File: src/rtl/tictac_pkg.sv
// ---------------------------------------------------------------------------
// tictac_pkg
// Shared definitions for the tic-tac-toe move validator:
//   cell_e    : board cell codes (EMPTY / P1 / P2; 2'b11 is never written)
//   reject_e  : response reject codes
//   state_e   : validator FSM states
//   other_player() : the opponent's cell code for a given player code
// ---------------------------------------------------------------------------
package tictac_pkg;

    typedef enum logic [1:0] {
        CELL_EMPTY = 2'b00,
        CELL_P1    = 2'b01,
        CELL_P2    = 2'b10
    } cell_e;

    typedef enum logic [1:0] {
        REJ_NONE     = 2'b00,
        REJ_OCCUPIED = 2'b01,
        REJ_BAD_POS  = 2'b10,
        REJ_FULL     = 2'b11
    } reject_e;

    typedef enum logic [1:0] {
        ST_IDLE = 2'b00,
        ST_RESP = 2'b01,
        ST_FULL = 2'b10
    } state_e;

    // Anything that is not P1 hands the move to P1, so a corrupted turn
    // register recovers to a legal player code on the next toggle.
    function automatic logic [1:0] other_player(input logic [1:0] code);
        return (code == CELL_P1) ? CELL_P2 : CELL_P1;
    endfunction

endpackage

File: src/rtl/onehot_decode.sv
// ---------------------------------------------------------------------------
// onehot_decode
// Classifies a W-bit select vector and encodes its set bit.
//   in_i    [W-1:0]        : select vector
//   valid_o                : exactly one bit of in_i is set
//   index_o [clog2(W)-1:0] : position of the set bit (meaningful only when
//                            valid_o is high)
// ---------------------------------------------------------------------------
module onehot_decode #(
    parameter int W = 9
) (
    input  logic [W-1:0]                     in_i,
    output logic                             valid_o,
    output logic [((W > 1) ? $clog2(W) : 1)-1:0] index_o
);

    localparam int IW = (W > 1) ? $clog2(W) : 1;

    logic seen;
    logic multi;

    // Zero bits leaves seen low; a second set bit raises multi.
    always_comb begin
        seen  = 1'b0;
        multi = 1'b0;
        for (int i = 0; i < W; i++) begin
            if (in_i[i]) begin
                multi = multi | seen;
                seen  = 1'b1;
            end
        end
    end

    assign valid_o = seen & ~multi;

    // Index bit b is the OR of every input whose position has bit b set;
    // exact for a one-hot input.
    for (genvar gb = 0; gb < IW; gb++) begin : g_bit
        logic [W-1:0] sel_mask;
        for (genvar gi = 0; gi < W; gi++) begin : g_cell
            assign sel_mask[gi] = (((gi >> gb) & 1) == 1);
        end
        assign index_o[gb] = |(in_i & sel_mask);
    end

endmodule

File: src/rtl/move_validator.sv
// ---------------------------------------------------------------------------
// move_validator
// Checks and commits tic-tac-toe moves on an N x N board. A handshake
// (move_valid & move_ready) is answered by a one-cycle resp_valid pulse on
// the following cycle; accepted moves are already visible on board/turn/
// move_count during that pulse.
//
// Parameters
//   N            : board side length (CELLS = N*N)
//   FIRST_PLAYER : 1 or 2, player to move after reset or new_game
// Ports
//   clk          : clock, rising edge
//   reset        : asynchronous active-low reset
//   new_game     : synchronous clear of the board, highest priority
//   undo         : (only with MOVE_VALIDATOR_UNDO_EN) take back last move
//   move_valid   : move request present
//   move_pos     : one-hot cell select, bit 0 = top-left, row-major
//   move_ready   : request can be accepted this cycle
//   resp_valid   : one-cycle response pulse
//   accept       : move committed (qualified by resp_valid)
//   reject_code  : 00 none, 01 occupied, 10 bad position, 11 board full
//   board        : cell i at bits [2i+1:2i]
//   turn         : cell code of the player to move
//   move_count   : number of occupied cells
// Configuration
//   MOVE_VALIDATOR_UNDO_EN : adds the undo input and a single-level undo
//                            register holding the last accepted cell.
// ---------------------------------------------------------------------------
module move_validator
    import tictac_pkg::*;
#(
    parameter int N            = 3,
    parameter int FIRST_PLAYER = 1
) (
    input  logic                       clk,
    input  logic                       reset,
    input  logic                       new_game,
`ifdef MOVE_VALIDATOR_UNDO_EN
    input  logic                       undo,
`endif
    input  logic                       move_valid,
    input  logic [N*N-1:0]             move_pos,
    output logic                       move_ready,
    output logic                       resp_valid,
    output logic                       accept,
    output logic [1:0]                 reject_code,
    output logic [2*N*N-1:0]           board,
    output logic [1:0]                 turn,
    output logic [$clog2(N*N+1)-1:0]   move_count
);

    localparam int             CELLS      = N * N;
    localparam int             IW         = (CELLS > 1) ? $clog2(CELLS) : 1;
    localparam int             CNT_W      = $clog2(CELLS + 1);
    localparam logic [CNT_W-1:0] CELLS_CNT = CNT_W'(CELLS);
    localparam logic [1:0]     FIRST_CODE = (FIRST_PLAYER == 2) ? CELL_P2 : CELL_P1;

    state_e             state_q, state_d;
    logic [2*CELLS-1:0] board_q, board_d;
    logic [1:0]         turn_q, turn_d;
    logic [CNT_W-1:0]   count_q, count_d;
    logic               resp_valid_q, resp_valid_d;
    logic               accept_q, accept_d;
    logic [1:0]         reject_q, reject_d;

    logic               pos_onehot;
    logic [IW-1:0]      pos_idx;
    logic               pos_occupied;
    logic               handshake;
    logic [CELLS-1:0]   cell_taken;

    onehot_decode #(
        .W (CELLS)
    ) u_decode (
        .in_i    (move_pos),
        .valid_o (pos_onehot),
        .index_o (pos_idx)
    );

    for (genvar gi = 0; gi < CELLS; gi++) begin : g_taken
        assign cell_taken[gi] = |board_q[2*gi +: 2];
    end

    // Only meaningful when move_pos is one-hot: then it reads the one cell.
    assign pos_occupied = |(move_pos & cell_taken);

`ifdef MOVE_VALIDATOR_UNDO_EN
    logic          undo_valid_q, undo_valid_d;
    logic [IW-1:0] undo_idx_q, undo_idx_d;
    logic          undo_fire;

    // An undo that will actually act owns the cycle, so move_ready drops.
    assign undo_fire  = undo & undo_valid_q & (state_q != ST_RESP);
    assign move_ready = (state_q != ST_RESP) & ~undo_fire;
`else
    assign move_ready = (state_q != ST_RESP);
`endif

    assign handshake = move_valid & move_ready;

    always_comb begin
        state_d      = state_q;
        board_d      = board_q;
        turn_d       = turn_q;
        count_d      = count_q;
        resp_valid_d = 1'b0;
        accept_d     = 1'b0;
        reject_d     = REJ_NONE;
`ifdef MOVE_VALIDATOR_UNDO_EN
        undo_valid_d = undo_valid_q;
        undo_idx_d   = undo_idx_q;
`endif

        case (state_q)
            ST_RESP: begin
                // count_q already includes the move answered this cycle.
                state_d = (count_q == CELLS_CNT) ? ST_FULL : ST_IDLE;
            end
            ST_IDLE, ST_FULL: begin
`ifdef MOVE_VALIDATOR_UNDO_EN
                if (undo_fire) begin
                    for (int i = 0; i < CELLS; i++) begin
                        if (IW'(i) == undo_idx_q) begin
                            board_d[2*i +: 2] = CELL_EMPTY;
                        end
                    end
                    turn_d       = other_player(turn_q);
                    count_d      = count_q - CNT_W'(1);
                    undo_valid_d = 1'b0;
                    state_d      = ST_IDLE;
                end else
`endif
                if (handshake) begin
                    resp_valid_d = 1'b1;
                    state_d      = ST_RESP;
                    if (state_q == ST_FULL) begin
                        reject_d = REJ_FULL;
                    end else if (!pos_onehot) begin
                        reject_d = REJ_BAD_POS;
                    end else if (pos_occupied) begin
                        reject_d = REJ_OCCUPIED;
                    end else begin
                        accept_d = 1'b1;
                        for (int i = 0; i < CELLS; i++) begin
                            if (IW'(i) == pos_idx) begin
                                board_d[2*i +: 2] = turn_q;
                            end
                        end
                        turn_d  = other_player(turn_q);
                        count_d = count_q + CNT_W'(1);
`ifdef MOVE_VALIDATOR_UNDO_EN
                        undo_valid_d = 1'b1;
                        undo_idx_d   = pos_idx;
`endif
                    end
                end
            end
            default: begin
                state_d = ST_IDLE;
            end
        endcase

        // new_game overrides everything above, including a response that
        // would otherwise be issued next cycle.
        if (new_game) begin
            state_d      = ST_IDLE;
            board_d      = '0;
            turn_d       = FIRST_CODE;
            count_d      = '0;
            resp_valid_d = 1'b0;
            accept_d     = 1'b0;
            reject_d     = REJ_NONE;
`ifdef MOVE_VALIDATOR_UNDO_EN
            undo_valid_d = 1'b0;
`endif
        end
    end

    always_ff @(posedge clk or negedge reset) begin
        if (!reset) begin
            state_q      <= ST_IDLE;
            board_q      <= '0;
            turn_q       <= FIRST_CODE;
            count_q      <= '0;
            resp_valid_q <= 1'b0;
            accept_q     <= 1'b0;
            reject_q     <= REJ_NONE;
        end else begin
            state_q      <= state_d;
            board_q      <= board_d;
            turn_q       <= turn_d;
            count_q      <= count_d;
            resp_valid_q <= resp_valid_d;
            accept_q     <= accept_d;
            reject_q     <= reject_d;
        end
    end

`ifdef MOVE_VALIDATOR_UNDO_EN
    always_ff @(posedge clk or negedge reset) begin
        if (!reset) begin
            undo_valid_q <= 1'b0;
            undo_idx_q   <= '0;
        end else begin
            undo_valid_q <= undo_valid_d;
            undo_idx_q   <= undo_idx_d;
        end
    end
`endif

    assign resp_valid  = resp_valid_q;
    assign accept      = accept_q;
    assign reject_code = reject_q;
    assign board       = board_q;
    assign turn        = turn_q;
    assign move_count  = count_q;

endmodule

File: config.mk
export PLATFORM = sky130hd
export DESIGN_NAME = move_validator
export DESIGN_NICKNAME = d
export VERILOG_FILES = /design/src/rtl/tictac_pkg.sv /design/src/rtl/onehot_decode.sv /design/src/rtl/move_validator.sv
export SDC_FILE = /design/constraint.sdc
export NUM_CORES = 1
export LEC_CHECK = 0
export BUFFER_PORTS_ARGS = -buffer_cell sky130_fd_sc_hd__buf_4
export CAP_MARGIN = 20
export CORE_ASPECT_RATIO = 0.9
export CORE_UTILIZATION = 49
export CTS_BUF_LIST = sky130_fd_sc_hd__clkbuf_4
export CTS_CLUSTER_SIZE = 14
export DETAILED_ROUTE_END_ITERATION = 16
export PLACE_DENSITY = 0.78
export SLEW_MARGIN = 20
export SYNTH_ARGS = -nofsm -noshare
export SYNTH_HDL_FRONTEND = slang
export SYNTH_SLANG_ARGS = --single-unit
File: constraint.sdc
create_clock -name clk -period 1.7 [get_ports clk]
set_input_delay 0.17 -clock clk [delete_from_list [all_inputs] [get_ports clk]]
set_output_delay 0.17 -clock clk [all_outputs]
set_load 0.02 [all_outputs]
# Word-level counts from Yosys, hierarchy flattened
# Cells that the tools add are included.
word_totals:
  regBits: 30
  latch_bits: 0
  ram_bits: 0
  mem_bits_ro: 0
  inputBits: 13
  output_inout_bits: 29
  word_cells: 145
  n_memories: 0
classes:
  add_sub_neg: 1
  mul: 0
  div: 0
  order_cmp: 0
  eq_ne: 16
  shift: 0
  mux: 64
  bitwise_logic: 11
  n_reduce_logical: 38
ops:
  columns: ["cell", "count"]
  rows:
  - ["$mux 18", 6]
  - ["$reduce_and 6->1", 9]
  - ["$mux 2", 24]
  - ["$mux 1", 27]
  - ["$mux 4", 6]
  - ["$reduce_bool 2->1", 12]
  - ["$reduce_or 2->1", 10]
  - ["$eq 3x4->1 const A", 4]
  - ["$reduce_or 4->1", 3]
  - ["$and 9x9->9", 1]
  - ["$reduce_or 9->1", 1]
  - ["$eq 2x4->1 const A", 2]
  - ["$or 1x1->1", 7]
  - ["$reduce_and 5->1", 1]
  - ["$add 4x1->4 const B", 1]
  - ["$eq 1x4->1 const A", 1]
  - ["$eq 2x1->1 const B", 2]
  - ["$eq 4x4->1 const A", 1]
  - ["$eq 4x4->1 const B", 1]
  - ["$logic_not 4->1", 1]
  - ["$ne 2x2->1 const B", 2]
  - ["$pmux 2 s2", 1]
  - ["$ne 3x3->1 const B", 1]
  - ["$and 1x1->1", 2]
  - ["other kinds (4)", 4]

# Depth between registers and ports, before layout
# Gate-level depths: netlist of run 1.
depth:
  word_depth: 23
  depth_mapped: 6
  mapped_depth_nobuf: 5

# Cells and area by module
# A second synthesis of run 1 with hierarchy kept.
hier_totals:
  hier_cells: 167
  area_unflattened_um2: 1684.1
modules_own_cells:
  columns: ["mod", "n_inst", "cells_per_inst", "area_each_um2", "seq_area_each_um2"]
  rows:
  - ["move_validator", 1, 152, 1566.5, 752.0]
  - ["onehot_decode", 1, 15, 117.6, 0.0]

# Worst setup path before layout of run 1
# No wires, ideal clock.
synth_timing:
  kind: "in2reg"
  start: "input move_pos[0]"
  end: "register count_q[1], in the netlist move_count[1]"
  setup_time_ps: 125
  t_arrival_ps: 1914
  required_ps: 1575
  setup_slack_ps: -339
  stages: 6
  n_path_buf: 1
  path_cell_list: "or4_4 > a2111oi_4 > nor3_2 > nor3_2 > buf_6 > mux2_4"
synth_via:
  elab_chain_len: 20
  word_cells_on_any_way: 31
  classes_between: "eq/ne: 1; mux: 17; bitwise: 10; reduce/logical: 3"
synth_rtl:
  columns: ["element", "line", "text"]
  rows:
  - ["from (decl)", "move_validator.sv:42", "input logic [N*N-1:0] move_pos,"]
  - ["$mux 1 (2 in a row)", "onehot_decode.sv:27", "if (in_i[i]) begin"]
  - ["$or 1x1->1", "onehot_decode.sv:28", "multi = multi | seen;"]
  - ["$mux 1", "onehot_decode.sv:27", null]
  - ["$or 1x1->1", "onehot_decode.sv:28", null]
  - ["$mux 1", "onehot_decode.sv:27", null]
  - ["$or 1x1->1", "onehot_decode.sv:28", null]
  - ["$mux 1", "onehot_decode.sv:27", null]
  - ["$or 1x1->1", "onehot_decode.sv:28", null]
  - ["[... 3 more ...]", null, null]
  - ["$or 1x1->1", "onehot_decode.sv:28", null]
  - ["$mux 1", "onehot_decode.sv:27", null]
  - ["$or 1x1->1", "onehot_decode.sv:28", null]
  - ["$mux 1", "onehot_decode.sv:27", null]
  - ["$not 1->1", "onehot_decode.sv:34", "assign valid_o = seen & ~multi;"]
  - ["$and 1x1->1", "onehot_decode.sv:34", null]
  - ["$reduce_bool 2->1 (no source line)", null, null]
  - ["$reduce_and 5->1 (no source line) (*)", null, null]
  - ["to (signal assigned)", "move_validator.sv:192", "count_q <= count_d;"]
  - ["to (decl)", "move_validator.sv:61", "logic [CNT_W-1:0] count_q, count_d;"]
# Every way passes the cells marked *; elsewhere a longest branch is shown, timed or not.
# A chain may end at the register's enable or synchronous reset.

# Worst setup path after layout of run 1
layout_timing:
  start: "register board_q[6], in the netlist board[6]"
  end: "register count_q[0], in the netlist move_count[0]"
layout_via:
  elab_chain_len: 5
layout_rtl:
  columns: ["element", "line", "text"]
  rows:
  - ["from (decl)", "move_validator.sv:59", "logic [2*CELLS-1:0] board_q, board_d;"]
  - ["from (signal assigned)", "move_validator.sv:190", "board_q <= board_d;"]
  - ["$reduce_or 2->1", "move_validator.sv:81", "assign cell_taken[gi] = |board_q[2*gi +: 2];"]
  - ["$and 9x9->9", "move_validator.sv:85", "assign pos_occupied = |(move_pos & cell_taken);"]
  - ["$reduce_or 9->1", "move_validator.sv:85", null]
  - ["$ne 2x2->1 (no source line)", null, null]
  - ["$reduce_and 5->1 (no source line)", null, null]
# No other way between the ends.

==> results of run 1 <==
## stage by stage
| stage | area [um2] | worst slack (ns) | power [mW] | util |
|---|---|---|---|---|
| 3_5_place_dp | 2270 | -0.459 | 0.913 | 0.741 |
| 2_1_floorplan | 1660 | -0.233 | 0.808 | - |
| 4_1_cts | 2420 | -0.163 | 1.32 | 0.790 |
| 6_report | 2440 | -0.219 | 1.33 | 0.796 |
| 3_3_place_gp | 2270 | -0.378 | 0.904 | 0.741 |
| 5_1_grt | 2440 | -0.261 | 1.38 | 0.796 |
## per-layer routing
layer / GRT usage / share of wire / vias up
met5: 0 / 0 / -
met4: 0.156 / 0.039 / 0
met2: 0.489 / 0.48 / 86
met1: 0.396 / 0.41 / 796
li1: - / - / 752
met3: 0.0977 / 0.065 / 17
## where the power goes
group / leakage (nW) / internal, mW / total, mW / switching (mW)
sequential: 0.402 / 0.718 / 0.722 / 0.00403
combinational: 0.732 / 0.0868 / 0.205 / 0.118
clock: 0.0277 / 0.147 / 0.400 / 0.253
total: 1.16 / 0.952 / 1.33 / 0.376
## registers in the layout, indices dropped and copies added, names as in the netlist
register	cells
reject_code	2
board	18
resp_valid	1
state_q	2
turn	2
move_count	4
accept	1
## final cells by class
type	instances	share of cell area
flip-flops and latches	30	0.312
clock inverters	3	0.00461
repair buffers	85	0.272
inverters	3	0.00461
well taps	42	0.0215
multi-input cells	116	0.370
clock buffers	5	0.0154
## worst max path at each step
stage	end	slack (ns)	cells past startpoint
after floorplan	move_count[1]	-0.23	6
after global placement	board[13]	-0.38	7
after detailed placement	move_count[3]	-0.46	6
after CTS	turn[0]	-0.16	5
after global routing	move_count[0]	-0.26	6
final	move_count[0]	-0.22	6
## what timing repair did
item,CTS,global route
cloned,1,0
pin swaps,6,5
setup buffers,4,0
endpoints found under the hold margin,29,0
setup endpoints to repair,24,27
hold buffers,1,0
resized for setup,15,6
## synthesized netlist by cell type (all sizes together), types with 2 or more instances
cell and instances:
or4 3, and2 2, nand2b 2, nand3b 3, nor2 25, dfrtp 29
nand4 2, nor3 6, clkbuf 2, ha 2, nor2b 7, a22o 12
nand3 5, a2111oi 2, a32o 6, nor4 4, nor3b 3, buf 3
or3 2, inv 2, and3 2, nand2 5, o21ai 11, mux2 4
## cells by family (layout without fill, tap and decap cells)
kind of cell               count (synthesis)  count (layout)  synth area share
muxes                                      4               4            0.0307
AOI/OAI and AO/OA                         37              37             0.201
and+or+nand+nor                           72              72             0.247
buffers and inverters                      8              96            0.0260
adders and majority gates                  3               3            0.0220
DFF                                       30              30             0.473
==> out/qor.yml, run 1 <==
run_status:
  status: "complete, but fails checks"
  violations: "negative setup slack"
floorplan:
  start_util: 0.518
  io_pins: 42
  die_area_um2: 3470
  core-area_um2: 3070
  die_h_um: 56.0
  die_w_um: 62.0
  rows: 19
critical_path:
  r2r-start: "board[6]"
  critPathLaunch: "board[6]"
  required_ns: 1.93
  start_kind: "flop"
  rrSetupSlack_ns: -0.22
  worst_ep_arrival_time_ns: 2.15
  path_buf_inv: 1
  critPathSlowestCell: "or3_4"
  crit_chain: "o21ai_1 > nand4_1 > or3_4 > nor3_4 > buf_6 > mux2_4"
  critPathCaptureType: "flop"
  reg2reg_depth: 6
  r2r-end: "move_count[0]"
  cp_top_family: "simple AND/OR/NAND/NOR gates"
  path_max_fanout: 5
  slowest_delay_ns: 0.46
  path_class: "flop to flop"
synth:
  syn_area_um2: 1590
  yosysTopAreaCellShare: 0.457
  synthTopCellsByArea: "dfrtp_1 (46%), a22o_1 (6.6%), nor2_1 (5.9%), a32o_1 (3.8%), o21ai_0 (3.1%)"
  synth_edf_count: 0
  synth_nets: 169
  synth_cells: 154
  synth_top_area_cell: "dfrtp_1"
  syn_avg_cell_area_um2: 10.3
  synth-seq-cells: 30
  ys.flop_type: "dfrtp_1"
  ys_types: 41
  yosysSeqAreaShare: 0.473
  async_reset_ff_frac: 1.00
  yosys_warnings: 0
sta:
  fmax_mhz: 521
  worst_pin_slew_ns: 0.491
  finalHoldViolations: 0
  fin_crit_ns: 1.92
  finClkSkew_ns: 0.0116
  setup-tns-final_ns: -3.77
  rsz0062_at_grt: "true"
  whs_ns: 0.131
  finalWorstSetupSlack_ns: -0.219
  report.final.setup_viol: 24
  period_share: 1.13
  maxSlewHeadroom: 0.669
  drv_slew: 0
clock_tree:
  cts_tree: "yes"
  root_buffer: "clkbuf_4"
  cts_buffer_depth: 2
  ctsHtreeMaxLevel: 2
  insertion_delay_ns: 0.35
  cts_buffers: 5
  cts.sinks: 30
  path_clk_slew_ns: 0.10
final_layout:
  final_cell_mix: "buf_4 (80), nor2_1 (25), dfrtp_1 (22)"
  antennaDiodeCount: 0
  drive_above_1_share: 0.483
  fillers: 193
  multi_input_area_um2: 903
  nets: 256
  final-instance-count-excl-fill: 284
  layout_commonest_cell: "buf_4"
  syn_to_final_growth_pct: 53.6
  ff_latch_area_um2: 761
detailed_routing:
  vias: 1651
  vias_per_cell: 5.81
  wl_per_cell_um: 17.3
  ant_nets: 0
  post-route-drc-count: 0
  drt_first_pass_iters: 6
  routed_wl_um: 4910
  drt_iter0_markers: 85
placed_design:
  placed_cells: 270
  place_congestion: 0.874
  hpwl_um: 3430
  io_buffer_count: 41
global_routing:
  grt_pass1_wl_um: 7910
  gr-usage-all-layers: 0.318
  grt_max_degree: 31
  gr-total-overflow: 0
  antenna_found_initial: 0
  grt_pass1_vias: 1658
power_and_ir_drop:
  power.leakage_nw: 1.16
  vdd_drop_max_mv: 0.454
  power_density_nw_per_um2: 544
worst_hold_path:
  hold_path.class: "input pin to flop"
  min_from: "new_game"
  whs_endpoint: "state_q[0]"
  worstHoldPathCells: 2
run:
  drv_cap: 0
Power figures use the tool's default switching activity.
==> run 2, diff against run 1 <==
- PLACE_DENSITY: 0.78 -> 0.77
- SYNTH_HIERARCHICAL: unset -> 1
==> out/qor.yml, run 2 <==
power_and_ir_drop:
  power.leakage_nw: 1.23  # +6.2%
  vdd_drop_max_mv: 0.766  # +69%
  power_density_nw_per_um2: 714  # +31%
  total_power_mw: 1.81  # +36%
clock_tree:
  cts_buffers: 5  # unchanged
  cts_buffer_depth: 2  # unchanged
  cts.sinks: 30  # unchanged
  cts_tree: "yes"
  path_clk_slew_ns: 0.10  # about the same
  ctsHtreeMaxLevel: 2  # unchanged
  root_buffer: "clkbuf_4"
  insertion_delay_ns: 0.33  # -0.02 ns
critical_path:
  required_ns: 1.93  # about the same
  r2r-end: "move_count[3]"
  start_kind: "input pin"
  r2r-start: "state_q[1]"
  path_class: "input pin to flop"
  worst_ep_arrival_time_ns: 2.44  # +0.29 ns
  reg2reg_depth: 8  # +2
  critPathCaptureType: "flop"
  path_max_fanout: 7  # +2
  rrSetupSlack_ns: -0.12  # +0.10 ns
detailed_routing:
  ant_nets: 0  # unchanged
  routed_wl_um: 5110  # +4.2%
  drt_first_pass_iters: 4  # -2
  vias: 1715  # +3.9%
  wl_per_cell_um: 17.4  # +0.61%
  vias_per_cell: 5.83  # +0.34%
  post-route-drc-count: 0  # unchanged
  drt_iter0_markers: 76  # -11%
synth:
  synthXorXnorAreaFrac: 0.0104  # +0.0104
  synth_edf_count: 0  # unchanged
  synth_top_area_cell: "dfrtp_1"
  synthTopCellsByArea: "dfrtp_1 (43%), a221o_1 (7.1%), nor3b_1 (5.3%), nand2b_1 (4.5%), mux2i_1 (3.6%)"
  yosysSeqAreaShare: 0.447  # -0.0267
  synth-seq-cells: 30  # unchanged
  async_reset_ff_frac: 1.00  # unchanged
  yosys-top-cells-count: "dfrtp_1 (29), nor2_1 (16), a221o_1 (12), nand2b_1 (12), nor3b_1 (12)"
  yosys_warnings: 6  # +6
  yosys.area_share.simple: 0.258  # +0.0106
  synth.most_common_cell: "dfrtp_1"
  synth_compound_area_frac: 0.178  # -0.0225
  synth_nets: 182  # +7.7%
  muxShareOfSynthArea: 0.0357  # +0.00495
  synth_cells: 167  # +8.4%
  yosysTopAreaCellShare: 0.431  # -0.0258
  synth_top_family_by_area: "simple AND/OR/NAND/NOR gates"
  ys.flop_type: "dfrtp_1"
  synthAdderAreaFrac: 0.0267  # +0.00470
  syn_avg_cell_area_um2: 10.1  # -2.3%
  syn_area_um2: 1680  # +6.0%
  ys_types: 41  # unchanged
final_layout:
  final_core_util: 0.803  # +0.00653
  nets: 266  # +3.9%
  syn_to_final_growth_pct: 50.7
  multi_input_area_um2: 913  # +1.1%
  layout_commonest_cell: "buf_4"
  antennaDiodeCount: 0  # unchanged
  drive_above_1_share: 0.429  # -0.0549
  final_cell_mix: "buf_4 (76), dfrtp_1 (29), nor2_1 (15)"
  ff_latch_area_um2: 752  # -1.2%
  largest_register_ffs: 18  # unchanged
  fillers: 187  # -3.1%
sta:
  finalWorstSetupSlack_ns: -0.517  # -0.299 ns
  fin_crit_ns: 2.22  # +0.299 ns
  finalHoldViolations: 0  # unchanged
  maxSlewHeadroom: 0.688  # +0.0195
  drv_slew: 0  # unchanged
  period_share: 1.30  # +0.176
  fmax_mhz: 451  # -13%
  finClkSkew_ns: 0.00937  # -0.00225 ns
  rsz0062_at_grt: "true"
  report.final.setup_viol: 23  # -4.2%
  worst_pin_slew_ns: 0.467  # -0.0241 ns
floorplan:
  start_util: 0.533  # +0.0145
  io_pins: 42  # unchanged
  core-area_um2: 3160  # +3.1%
  die_h_um: 57.6  # +2.8%
  die_area_um2: 3680  # +5.8%
  die_w_um: 63.8  # +2.9%
  rows: 19  # unchanged
placed_design:
  place_congestion: 0.928  # +6.2%
  io_buffer_count: 41  # unchanged
  dpl_worst_slack_ns: -0.870  # -0.410 ns
  hpwl_um: 3280  # -4.3%
run:
  drv_cap: 0  # unchanged
global_routing:
  gr-usage-all-layers: 0.288  # -0.0305
  grt_pass1_wl_um: 7920  # +0.18%
  grt_pass1_vias: 1686  # +1.7%
  gr-total-overflow: 0  # unchanged
  antenna_found_initial: 0  # unchanged
  grt_max_degree: 31  # unchanged
run_status:
  status: "complete, but fails checks"
  violations: "negative setup slack"
worst_hold_path:
  hold_path.class: "input pin to flop"
  min_from: "move_valid"
  worstHoldPathCells: 3  # +1
  whs_endpoint: "state_q[1]"
==> run 2: worst max-delay path by stage <==
stage | from | end | cells after the start
2_1_floorplan | move_pos[4] | board[12] | 9
3_3_place_gp | move_pos[4] | board[8] | 10
3_5_place_dp | move_pos[4] | board[8] | 10
4_1_cts | move_pos[6] | move_count[3] | 12
5_1_grt | move_pos[6] | turn[0] | 11
6_report | move_pos[6] | move_count[3] | 12
==> run 2: critical path, cell delays in order <==
cell and delay, ns:
buf_6 0.09, or4_4 0.56, o31ai_2 0.19, o2111a_1 0.24, nor4bb_4 0.19, nand4_1 0.17, nor3_4 0.28, buf_6 0.17
buf_16 0.12, buf_6 0.09, a21o_1 0.10, a21oi_1 0.06
==> run 2: report_power, final <==
part | leakage (nW) | internal, mW | total (mW) | switching, mW
logic | 0.778 | 0.240 | 0.480 | 0.240
clock network | 0.0450 | 0.304 | 0.561 | 0.256
registers | 0.411 | 0.747 | 0.770 | 0.0233
total | 1.23 | 1.29 | 1.81 | 0.520
==> run 2: repair_timing <==
item,in CTS,in global routing
setup buffers,2,3
endpoints found under the hold margin,29,0
resized for setup,8,15
gates cloned,2,0
hold buffers,1,0
pin swaps,4,7
endpoints found under the setup margin,24,26
==> run 2: stage by stage <==
stage | hold WS, ns | cells | setup TNS (ns) | area, um2
5_1_grt | 0.131 | 294 | -9.88 | 2540
2_1_floorplan | -0.126 | 167 | -12.18 | 1700
6_report | 0.132 | 294 | -8.66 | 2540
3_5_place_dp | 0.119 | 278 | -17.08 | 2290
4_1_cts | 0.141 | 291 | -7.64 | 2470
3_3_place_gp | 0.111 | 278 | -15.30 | 2290
==> run 2: cell type report <==
class / instances / share of cell area
Clock inverter: 3 / 0.0158
Inverter: 5 / 0.00740
Sequential cell: 30 / 0.296
Tap cell: 42 / 0.0207
Timing Repair Buffer: 86 / 0.285
Multi-Input combinational cell: 123 / 0.360
Clock buffer: 5 / 0.0148
==> run 2: routing by layer <==
metal,global-route usage,up-vias,part of all wire
met5,0,-,0
met4,0.101,0,0.029
met3,0.0433,14,0.050
met2,0.503,73,0.50
met1,0.366,845,0.42
li1,-,783,-
==> run 2: cells by family after synthesis <==
kind of cell,count (synthesis)
compound gates,41
xor+xnor,2
fa+ha+maj,4
buf+inv,14
flops,30
mux,6
simple gates,70
